==> src/rtl/debounce_bank.sv <==
// Bank of independent switch debouncers: 2-flop sync, stable-time counter, edge pulses.
// Define DEBOUNCE_HOLD_EN to build the per-channel long-hold detector (hold_o).
module debounce_bank #(
  parameter int unsigned CHANNELS  = 4,
  parameter int unsigned CNT_BITS  = 19,
  parameter logic        RESET_VAL = 1'b0,
  parameter int unsigned HOLD_BITS = 26
) (
  input  logic                clk_i,
  input  logic                rst_i,
  input  logic [CHANNELS-1:0] noisy_i,
  output logic [CHANNELS-1:0] clean_o,
  output logic [CHANNELS-1:0] rise_o,
  output logic [CHANNELS-1:0] fall_o,
  output logic [CHANNELS-1:0] hold_o,
  output logic [CHANNELS-1:0] busy_o
);

  localparam logic [CNT_BITS-1:0] CNT_MAX = '1;

  // Reject out-of-range configurations at elaboration.
  if (CHANNELS < 1 || CHANNELS > 32 || CNT_BITS < 1 || HOLD_BITS < 1) begin : g_bad_params
    $error("debounce_bank: illegal parameter combination");
  end

  for (genvar n = 0; n < CHANNELS; n++) begin : g_ch
    logic                s1_q;
    logic                s2_q;
    logic [CNT_BITS-1:0] cnt_q;
    logic [CNT_BITS-1:0] cnt_d;
    logic                clean_q;
    logic                clean_d;
    logic                rise_q;
    logic                fall_q;
    logic                busy_q;

    // Count only while the synchronized level disagrees; any agreement restarts from 0.
    always_comb begin
      cnt_d   = '0;
      clean_d = clean_q;
      if (s2_q != clean_q) begin
        if (cnt_q == CNT_MAX) begin
          clean_d = s2_q;
        end else begin
          cnt_d = cnt_q + CNT_BITS'(1);
        end
      end
    end

    always_ff @(posedge clk_i) begin
      if (rst_i) begin
        s1_q    <= RESET_VAL;
        s2_q    <= RESET_VAL;
        cnt_q   <= '0;
        clean_q <= RESET_VAL;
        rise_q  <= 1'b0;
        fall_q  <= 1'b0;
        busy_q  <= 1'b0;
      end else begin
        s1_q    <= noisy_i[n];
        s2_q    <= s1_q;
        cnt_q   <= cnt_d;
        clean_q <= clean_d;
        rise_q  <= clean_d & ~clean_q;
        fall_q  <= ~clean_d & clean_q;
        busy_q  <= (cnt_d != '0);
      end
    end

    assign clean_o[n] = clean_q;
    assign rise_o[n]  = rise_q;
    assign fall_o[n]  = fall_q;
    assign busy_o[n]  = busy_q;

`ifdef DEBOUNCE_HOLD_EN
    localparam logic [HOLD_BITS-1:0] HOLD_MAX  = '1;
    localparam logic [HOLD_BITS-1:0] HOLD_LAST = HOLD_MAX - HOLD_BITS'(1);

    logic [HOLD_BITS-1:0] hcnt_q;
    logic [HOLD_BITS-1:0] hcnt_d;
    logic                 hold_q;
    logic                 hold_d;

    // Saturating press-duration counter; pulse on the edge it reaches all-ones.
    always_comb begin
      hcnt_d = '0;
      hold_d = 1'b0;
      if (clean_q) begin
        hcnt_d = (hcnt_q == HOLD_MAX) ? hcnt_q : hcnt_q + HOLD_BITS'(1);
        hold_d = (hcnt_q == HOLD_LAST);
      end
    end

    always_ff @(posedge clk_i) begin
      if (rst_i) begin
        hcnt_q <= '0;
        hold_q <= 1'b0;
      end else begin
        hcnt_q <= hcnt_d;
        hold_q <= hold_d;
      end
    end

    assign hold_o[n] = hold_q;
`else
    assign hold_o[n] = 1'b0;
`endif
  end

endmodule
==> config.mk <==
export PLATFORM = sky130hd
export DESIGN_NAME = debounce_bank
export DESIGN_NICKNAME = d
export VERILOG_FILES = /design/src/rtl/debounce_bank.sv
export SDC_FILE = /design/constraint.sdc
export NUM_CORES = 1
export LEC_CHECK = 0
export ABC_AREA = 1
export BUFFER_PORTS_ARGS = -buffer_cell sky130_fd_sc_hd__buf_2
export CAP_MARGIN = 25
export CORE_MARGIN = 4
export CORE_UTILIZATION = 65
export DETAILED_ROUTE_END_ITERATION = 16
export GPL_TIMING_DRIVEN = 0
export HOLD_SLACK_MARGIN = 0.08
export PLACE_DENSITY = 0.94
export SYNTH_ARGS = -nofsm -noshare
export SYNTH_HDL_FRONTEND = slang
export SYNTH_SLANG_ARGS = --single-unit
export TNS_END_PERCENT = 20
==> constraint.sdc <==
create_clock -name clk_i -period 3.89 [get_ports clk_i]
set_input_delay 0.778 -clock clk_i [delete_from_list [all_inputs] [get_ports clk_i]]
set_output_delay 0.778 -clock clk_i [all_outputs]
set_load 0.02 [all_outputs]
==> results.ini, run 1 <==
[run_status]
outcome=finished clean

[global_route]
grt_pass1_wl_mm=20.82
overflow=0
grtUsageTotal_pct=25.15
grt_max_degree=16
antenna_found_initial=0
grt_pass1_vias=4843

[sta]
finClkSkew_ns=0.01334
rsz0062_at_grt=no
max_freq_mhz=493.5
slew-limit-headroom_pct=55.37
finalCriticalPeriod_ns=2.026
worst_pin_slew_ns=0.6694
finalHoldViolCount=0
drv_slew=0
finalSetupViolCount=0
fin_crit_sh_pct=52.09
fin_tns_setup_ns=0

[synth]
async_flop_share_pct=0
synth-seq-area-share_pct=36.13
synth_compound_area_share_pct=6.796
synth.area.top_cells=dfxtp_1, nand2_1, nor2_1
ys.flop_type=dfxtp_1
synthSimpleGateAreaFrac_pct=45.50
postSynthCellCount=847
synth.most_common_cell=nand2_1
synth.area.mux_share_pct=0
synth_top_area_share_pct=36.13
synth_top_cells_by_count=nand2_1, nor2_1, dfxtp_1, inv_1, nand3_1
synth_cell_type_count=37
synth_top_family_by_area=simple AND/OR/NAND/NOR gates
yosys.area_share.adder_pct=0.9031
synth_xor_area_share_pct=0.6096
syn_avg_cell_area_um2=6.543
synth_warnings=0
synth_area_um2=5542
synth.largest_area_cell=dfxtp_1
ys_ff_latch=100
synth_edf_count=0

[power]
vdd_drop_max_mv=0.2817
finalPower_mw=1.730
power_per_cell_area_nw_per_um2=289.8
p_leak_nw=2.574

[setup_path]
startpoint_type=flip-flop
endpoint_kind=flip-flop
crit_type=reg -> reg
cp_max_fo=10
required_ns=4.12
crit_arrival_ns=2.26

[floorplan]
ios=26
rows=33
die_h_um=100.3
core_um2=8258
die_x_um=100.3
die-area_um2=10070
initial_core_util_pct=67.11

[cts]
clockRootBuffer=clkbuf_8
cts_resized=0
cts_max_level=3
postCtsSetupBuffers=0
clock_latency_ns=0.37
clockBufferDepth=2
cts_hold_buffers=0
cts_buffers=9
cts_sinks=100
cts_tree=done
clk_pin_slew_ns=0.09

[detailed_routing]
drt-total-wl_mm=12.17
drt_pass1_iterations=5
vias=5346
wire_per_inst_um=12.27
drc=0
ant_nets=0
drt-initial-drc-count=307
routed_via_density=5.389

[cells_and_area]
nets=892
fin_cells=992
synthToLayoutAreaGrowth_pct=7.722
drive_above_1_share_pct=13.30
n_antenna_cell=0
fillers=694

[placed_design]
dp.final_hpwl_mm=9.095
portBuffers=21
place_inst=976
globalplace.congestion=0.9682

[job]
maxCapViolCount=0

[hold_path]
hp-class=reg -> reg

-- sequential cells by signal, summed over array words and instances, names as in the netlist --
register      cells
g_ch.busy_q       4
g_ch.clean_q      4
g_ch.cnt_q       76
g_ch.fall_q       4
g_ch.rise_q       4
g_ch.s1_q         4
g_ch.s2_q         4
-- worst paths after layout --
check                              end  cells past startpoint  slack, ns                         from
max          g_ch[0].busy_q$_SDFF_PP0_                     12       1.86  g_ch[0].cnt_q[0]$_SDFF_PP0_
max reg2reg  g_ch[0].busy_q$_SDFF_PP0_                     12       1.86  g_ch[0].cnt_q[0]$_SDFF_PP0_
min            g_ch[1].s2_q$_SDFF_PP0_                      2       0.40      g_ch[1].s1_q$_SDFF_PP0_
min reg2reg    g_ch[1].s2_q$_SDFF_PP0_                      2       0.40      g_ch[1].s1_q$_SDFF_PP0_
-- critical path, stage by stage, from the launching register on --
cell     delay (ns)
dfxtp_1        0.39
ha_1           0.29
nand2_2        0.09
nor2_2         0.14
nand2_4        0.11
nor2_8         0.12
nand3_4        0.15
nand2_1        0.13
nand2_1        0.06
nor2_1         0.15
nand2_1        0.07
nor2_1         0.13
a21oi_1        0.08
-- cells in the final DEF (no fill, tap or decap), types with 2 or more instances in the layout --
cell | netlist | final
clkbuf_1 | 8 | 10
nor2_4 | 7 | 7
nand2_2 | 10 | 10
a21o_1 | 3 | 3
nand3b_1 | 5 | 5
nand3_4 | 4 | 4
nor4_1 | 2 | 2
nor2_1 | 181 | 181
a21oi_1 | 24 | 24
o21bai_1 | 12 | 12
nor3_1 | 28 | 28
nand3_1 | 47 | 47
o21ai_2 | 2 | 2
buf_4 | 20 | 20
o21ai_0 | 20 | 20
nand4_1 | 19 | 19
conb_1 | 1 | 4
o211ai_1 | 2 | 2
inv_1 | 84 | 84
dfxtp_1 | 100 | 100
nand2_4 | 8 | 8
clkbuf_8 | 0 | 11
or2_2 | 6 | 6
buf_2 | 2 | 23
ha_1 | 4 | 4
nor2_2 | 8 | 8
nor2_8 | 3 | 3
nand2_1 | 219 | 219
inv_2 | 9 | 9
-- report_power, final --
part	leakage [nW]	total, mW	switching [mW]	internal (mW)
registers	0.807	1.03	0.00366	1.03
logic	1.68	0.0702	0.0502	0.0199
clock network	0.0896	0.627	0.358	0.269
total	2.57	1.73	0.412	1.32
-- cell type report --
cell class              count  area [um^2]  area share, %
multi-input cells         625         2997          50.20
flip-flops and latches    100         2002          33.54
inverters                  93        349.1          5.848
plain buffers              32        205.2          3.437
clock buffers              13        158.9          2.662
well taps                 105        131.4          2.201
repair buffers             21        105.1          1.761
clock inverters             3        21.27         0.3563
-- per-stage QoR --
stage | util (%) | setup WS (ns) | hold slack, ns | cell area [um^2]
after global placement | 70.11 | 1.872 | 0.3887 | 5789
final | 72.29 | 1.864 | 0.4033 | 5969
after floorplan | - | 2.242 | 0.3883 | 5553
after CTS | 72.29 | 1.869 | 0.4043 | 5969
after detailed placement | 70.11 | 1.832 | 0.3926 | 5789
after global routing | 72.29 | 1.667 | 0.4312 | 5969
-- cell families after synthesis --
family | after synthesis
adders and majority gates | 4
xor gates and xnor gates | 3
other | 1
and+or+nand+nor | 549
DFF | 100
buffers and inverters | 125
AOI/OAI and AO/OA | 65
-- layer usage --
layer  GRT usage (%)  up-vias  routed length (um)
met3           5.281       33                 825
met4           7.461        0                 284
met5               0        -                   0
li1                -     2723                   -
met1           32.84     2401                5405
met2           41.90      189                5651
Power figures use the tool's default switching activity.
==> run 2: changes to the inputs <==
- CORE_UTILIZATION: 65 -> 62
- PLACE_DENSITY: 0.94 -> 0.9
- clock period: 3.89 -> 2.1 ns (I/O delays scaled with it)
==> results.ini, run 2 (synthesis gave the netlist of run 1 again) <==
[global_route]
grt_max_degree=17  ; +1
grt_pass1_wl_mm=20.87  ; +0.26%
grtUsageTotal_pct=24.66  ; -0.48 points
overflow=0  ; unchanged
antenna_found_initial=0  ; unchanged
grt_pass1_vias=4763  ; -1.7%

[floorplan]
ios=26  ; unchanged
die_h_um=102.5  ; +2.2%
core_um2=8721  ; +5.6%
die_x_um=102.5  ; +2.2%
die-area_um2=10510  ; +4.4%
initial_core_util_pct=63.54  ; -3.6 points
rows=34  ; +3.0%

[setup_path]
startpoint_type=flip-flop
required_ns=2.34  ; -1.78 ns
cp_max_fo=8  ; -2
crit_type=reg -> reg
crit_arrival_ns=2.22  ; -0.04 ns
endpoint_kind=flip-flop
worst-r2r-cell-count=12  ; unchanged

[cts]
clk_pin_slew_ns=0.11  ; +0.02 ns
cts_max_level=3  ; unchanged
clockBufferDepth=2  ; unchanged
cts_sinks=100  ; unchanged
clock_latency_ns=0.37  ; about the same
cts_tree=done
clockRootBuffer=clkbuf_8
cts_buffers=9  ; unchanged

[detailed_routing]
drt_pass1_iterations=5  ; unchanged
drc=0  ; unchanged
ant_nets=0  ; unchanged
drt-initial-drc-count=315  ; +2.6%
routed_via_density=5.327  ; -1.2%
wire_per_inst_um=12.49  ; +1.9%
vias=5316  ; -0.56%
drt-total-wl_mm=12.47  ; +2.5%

[hold_path]
min_delay_path_depth=3  ; +1
hp-class=in -> reg

[cells_and_area]
largest_reg_flops=76  ; unchanged
fillers=744  ; +7.2%
final_cell_mix=nand2_1, nor2_1, dfxtp_1
n_antenna_cell=0  ; unchanged
drive_above_1_share_pct=15.73  ; +2.4 points
layout_commonest_cell=nand2_1
regMostFlops=g_ch.cnt_q
nets=895  ; +0.34%
synthToLayoutAreaGrowth_pct=9.393
fin_util_pct=69.51  ; -2.8 points

[sta]
finalCriticalPeriod_ns=1.985  ; -0.04147 ns
max_freq_mhz=503.8  ; +2.1%
drv_slew=0  ; unchanged
finalHoldViolCount=0  ; unchanged
slew-limit-headroom_pct=61.26  ; +5.9 points
worst_pin_slew_ns=0.5810  ; -0.08836 ns
fin_crit_sh_pct=94.51  ; +42 points
fin_ws_ns=0.1152  ; -1.749 ns
finClkSkew_ns=0.01461  ; +0.001272 ns
finalSetupViolCount=0  ; unchanged

[power]
vdd_drop_max_mv=0.4238  ; +50%
p_leak_nw=2.594  ; +0.78%
power_per_cell_area_nw_per_um2=547.1  ; +89%

[job]
maxCapViolCount=0  ; unchanged

[placed_design]
dp.final_hpwl_mm=9.305  ; +2.3%
pre_cts_ws_ns=0.1080  ; -1.724 ns
globalplace.congestion=0.9453  ; -2.4%
portBuffers=21  ; unchanged

[run_status]
outcome=finished clean

[run 2: power by group]
| group | internal (mW) | total (mW) | switching (mW) |
|---|---|---|---|
| Sequential | 1.91 | 1.91 | 0.00675 |
| Clock | 0.589 | 1.27 | 0.684 |
| Combinational | 0.0372 | 0.130 | 0.0926 |
| Total | 2.53 | 3.32 | 0.783 |
[run 2: path summary, 6_finish.rpt]
check / slack, ns / to / startpoint
worst max-delay path: 0.12 / g_ch[2].busy_q$_SDFF_PP0_ / g_ch[2].cnt_q[0]$_SDFF_PP0_
worst min-delay path: 0.25 / g_ch[3].s1_q$_SDFF_PP0_ / noisy_i[3]
worst min register to register: 0.41 / g_ch[1].s2_q$_SDFF_PP0_ / g_ch[1].s1_q$_SDFF_PP0_
worst max register to register: 0.12 / g_ch[2].busy_q$_SDFF_PP0_ / g_ch[2].cnt_q[0]$_SDFF_PP0_
[run 2: cell type report]
cell class                 instances  area [um^2]  area share (%)
clock buffer                      11        141.4           2.332
sequential                       100         2008           33.13
timing repair buffer              24        127.6           2.105
inverter                          93        349.1           5.759
tap                              108        135.1           2.229
clock inverter                     5        60.06          0.9907
multi-input combinational        625         3035           50.07
buffer                            32        205.2           3.385
[run 2: routing by layer]
layer,track usage [%],up-vias,part of all wire (%)
met2,40.96,186,47
met1,32.25,2383,44
met3,4.871,21,6.5
met4,8.274,0,1.9
li1,-,2726,-
met5,0,-,0
[run 2: worst max-delay path: stages (launching register included)]
cell     delay [ns]
dfxtp_2        0.36
ha_2           0.20
nand2_2        0.08
nor2_4         0.16
nand2_4        0.10
nor2_4         0.18
nand3_4        0.16
nand2_2        0.12
nand2_1        0.06
nor2_2         0.13
nand2_1        0.09
nor2_1         0.14
a21oi_1        0.08
[run 2: metrics by stage]
stage | instances | hold WS, ns | setup TNS (ns) | power (mW) | cell area [um^2]
CTS | 995 | 0.2424 | 0 | 3.329 | 5995
finish | 998 | 0.2535 | 0 | 3.317 | 6062
global placement | 979 | 0.3900 | 0 | 2.084 | 5793
floorplan | 850 | 0.3883 | 0 | 2.048 | 5553
global route | 998 | 0.2539 | -0.006774 | 3.426 | 6062
detailed placement | 979 | 0.3957 | 0 | 2.085 | 5793
[run 2: what timing repair did]
action / in CTS / in global routing
resized for setup: 0 / 18
endpoints found under the setup margin: 0 / 4
hold endpoints to repair: 0 / 0
setup buffers: 0 / 3
hold buffers: 0 / 0
==> run 3: changes to the inputs <==
- CELL_PAD_IN_SITES_DETAIL_PLACEMENT: not set -> 0
- CELL_PAD_IN_SITES_GLOBAL_PLACEMENT: not set -> 1
- CORE_UTILIZATION: 62 -> 44
- SETUP_SLACK_MARGIN: not set -> 0.3
==> results.ini, run 3 (synthesis gave the netlist of run 1 again) <==
[detailed_routing]
drt_pass1_iterations=5  ; unchanged
drt-initial-drc-count=270  ; -14%
vias=5100  ; -4.1%
drc=0  ; unchanged
wire_per_inst_um=12.23  ; -2.1%
routed_via_density=4.744  ; -11%
drt-total-wl_mm=13.15  ; +5.4%
ant_nets=0  ; unchanged

[sta]
fin_crit_sh_pct=84.67  ; -9.8 points
slew-limit-headroom_pct=61.55  ; +0.28 points
finalHoldViolCount=0  ; unchanged
holdWs_ns=0.2652  ; +0.01169 ns
finalCriticalPeriod_ns=1.778  ; -0.2068 ns
worst_pin_slew_ns=0.5768  ; -0.004245 ns
rsz0062_at_grt=yes
fin_tns_setup_ns=0  ; unchanged
drv_slew=0  ; unchanged
finalSetupViolCount=0  ; unchanged
max_freq_mhz=562.4  ; +12%
finClkSkew_ns=0.008610  ; -0.006000 ns

[power]
combPwrFrac_pct=3.8  ; about the same
pwr-share-clk_pct=43.6  ; +5.2 points
seq_power_share_pct=52.6  ; -5.1 points
p_leak_nw=2.730  ; +5.2%
finalPower_mw=3.635  ; +9.6%
power_per_cell_area_nw_per_um2=563.3  ; +3.0%
vdd_drop_max_mv=0.5026  ; +19%
swShare_pct=23.36  ; -0.25 points
p_int_mw=2.786  ; +10%
p_sw_mw=0.8494  ; +8.4%

[cells_and_area]
fin_util_pct=53.07  ; -16 points
layout_commonest_cell=nand2_1
n_antenna_cell=0  ; unchanged
final_cell_mix=nand2_1, nor2_1, dfxtp_1
largest_reg_flops=76  ; unchanged
fin_area_um2=6454  ; +6.5%
drive_above_1_share_pct=19.74  ; +4.0 points
nets=912  ; +1.9%
fillers=1261  ; +69%
regMostFlops=g_ch.cnt_q
synthToLayoutAreaGrowth_pct=16.46

[run_status]
outcome=finished clean

[setup_path]
crit_arrival_ns=1.99  ; -0.23 ns
cp_slowest_cell=dfxtp_4
path_cells=ha_4 -> nand2_2 -> nor2_4 -> nand2_4 -> nor2_8 -> nand3_4 -> nand2_4 -> inv_2 -> o21ai_2 -> nand2_1 -> nor2_2 -> a21oi_1
cp_top_family=simple AND/OR/NAND/NOR gates
required_ns=2.31  ; -0.03 ns
cp.buffers_inverters=1  ; +1
endpoint_kind=flip-flop
cp_max_fo=7  ; -1
crit_type=reg -> reg
cpMostUsedCell=nand2_4
startpoint_type=flip-flop
max_stage_delay_ns=0.37  ; about the same

[cts]
clockRootBuffer=clkbuf_16
clk_pin_slew_ns=0.07  ; -0.04 ns
cts_tree=done
cts_buffers=9  ; unchanged
cts_hold_buffers=0  ; unchanged
clock_latency_ns=0.35  ; -0.02 ns
cts_sinks=100  ; unchanged
clockBufferDepth=2  ; unchanged
cts_max_level=3  ; unchanged

[job]
maxCapViolCount=0  ; unchanged

[placed_design]
portBuffers=21  ; unchanged
globalplace.congestion=0.8346  ; -12%
dp.final_hpwl_mm=9.826  ; +5.6%
placed_cell_area_um2=5868  ; +1.3%

[floorplan]
core_um2=12160  ; +39%
ios=26  ; unchanged
rows=40  ; +18%
die_h_um=120.2  ; +17%
initial_core_util_pct=45.57  ; -18 points
die-area_um2=14450  ; +37%
die_x_um=120.2  ; +17%

[global_route]
grt_pass1_vias=4803  ; +0.84%
grt_pass1_wl_mm=22.40  ; +7.3%
grt_max_degree=17  ; unchanged
overflow=0  ; unchanged
grtUsageTotal_pct=19.15  ; -5.5 points
antenna_found_initial=0  ; unchanged

[hold_path]
hp-class=in -> reg

## run 3: worst min-delay path, cell delays in order
cell and delay [ns]:
buf_2 0.07, inv_1 0.03, nor2_1 0.06
## run 3: final cells by class
type / count / area (um^2) / share of cell area (%)
Tap cell: 168 / 210.2 / 3.257
Clock buffer: 11 / 242.7 / 3.761
Inverter: 93 / 352.8 / 5.467
Multi-Input combinational cell: 625 / 3133 / 48.55
Sequential cell: 100 / 2018 / 31.27
Buffer: 32 / 205.2 / 3.180
Timing Repair Buffer: 41 / 255.2 / 3.955
Clock inverter: 5 / 36.28 / 0.5622
## run 3: metrics by stage
stage,cells,setup WS (ns)
final,1075,0.3220
after global routing,1075,0.1772
after CTS,1073,0.2897
after detailed placement,1039,0.03428
after global placement,1039,0.03059
after floorplan,850,0.4524
## run 3: power by group through the flow
stage,logic [mW],clock network (mW),registers [mW]
floorplan,0.0920,0,1.96
global placement,0.132,0,1.96
detailed placement,0.132,0,1.96
CTS,0.139,1.63,1.91
global route,0.153,1.71,1.91
finish,0.138,1.59,1.91
## run 3: repair_timing
action / CTS / global route
endpoints found under the setup margin: 5 / 7
buffers inserted: 18 / 2
pin swaps: 22 / 12
gates resized for setup: 37 / 14
## run 3: layer usage
layer	wire (um)	up-vias	GRT usage, %
met2	6081	71	30.98
met5	0	-	0
met4	160	0	4.816
met1	6343	2255	25.82
met3	564	13	4.630
li1	-	2761	-
## run 3: final timing paths
check | slack, ns | start | to | depth (start not counted)
worst min-delay path | 0.27 | noisy_i[0] | g_ch[0].s1_q$_SDFF_PP0_ | 3
worst min register to register | 0.41 | g_ch[2].s1_q$_SDFF_PP0_ | g_ch[2].s2_q$_SDFF_PP0_ | 2
worst max register to register | 0.32 | g_ch[0].cnt_q[0]$_SDFF_PP0_ | g_ch[0].busy_q$_SDFF_PP0_ | 12
worst max-delay path | 0.32 | g_ch[0].cnt_q[0]$_SDFF_PP0_ | g_ch[0].busy_q$_SDFF_PP0_ | 12
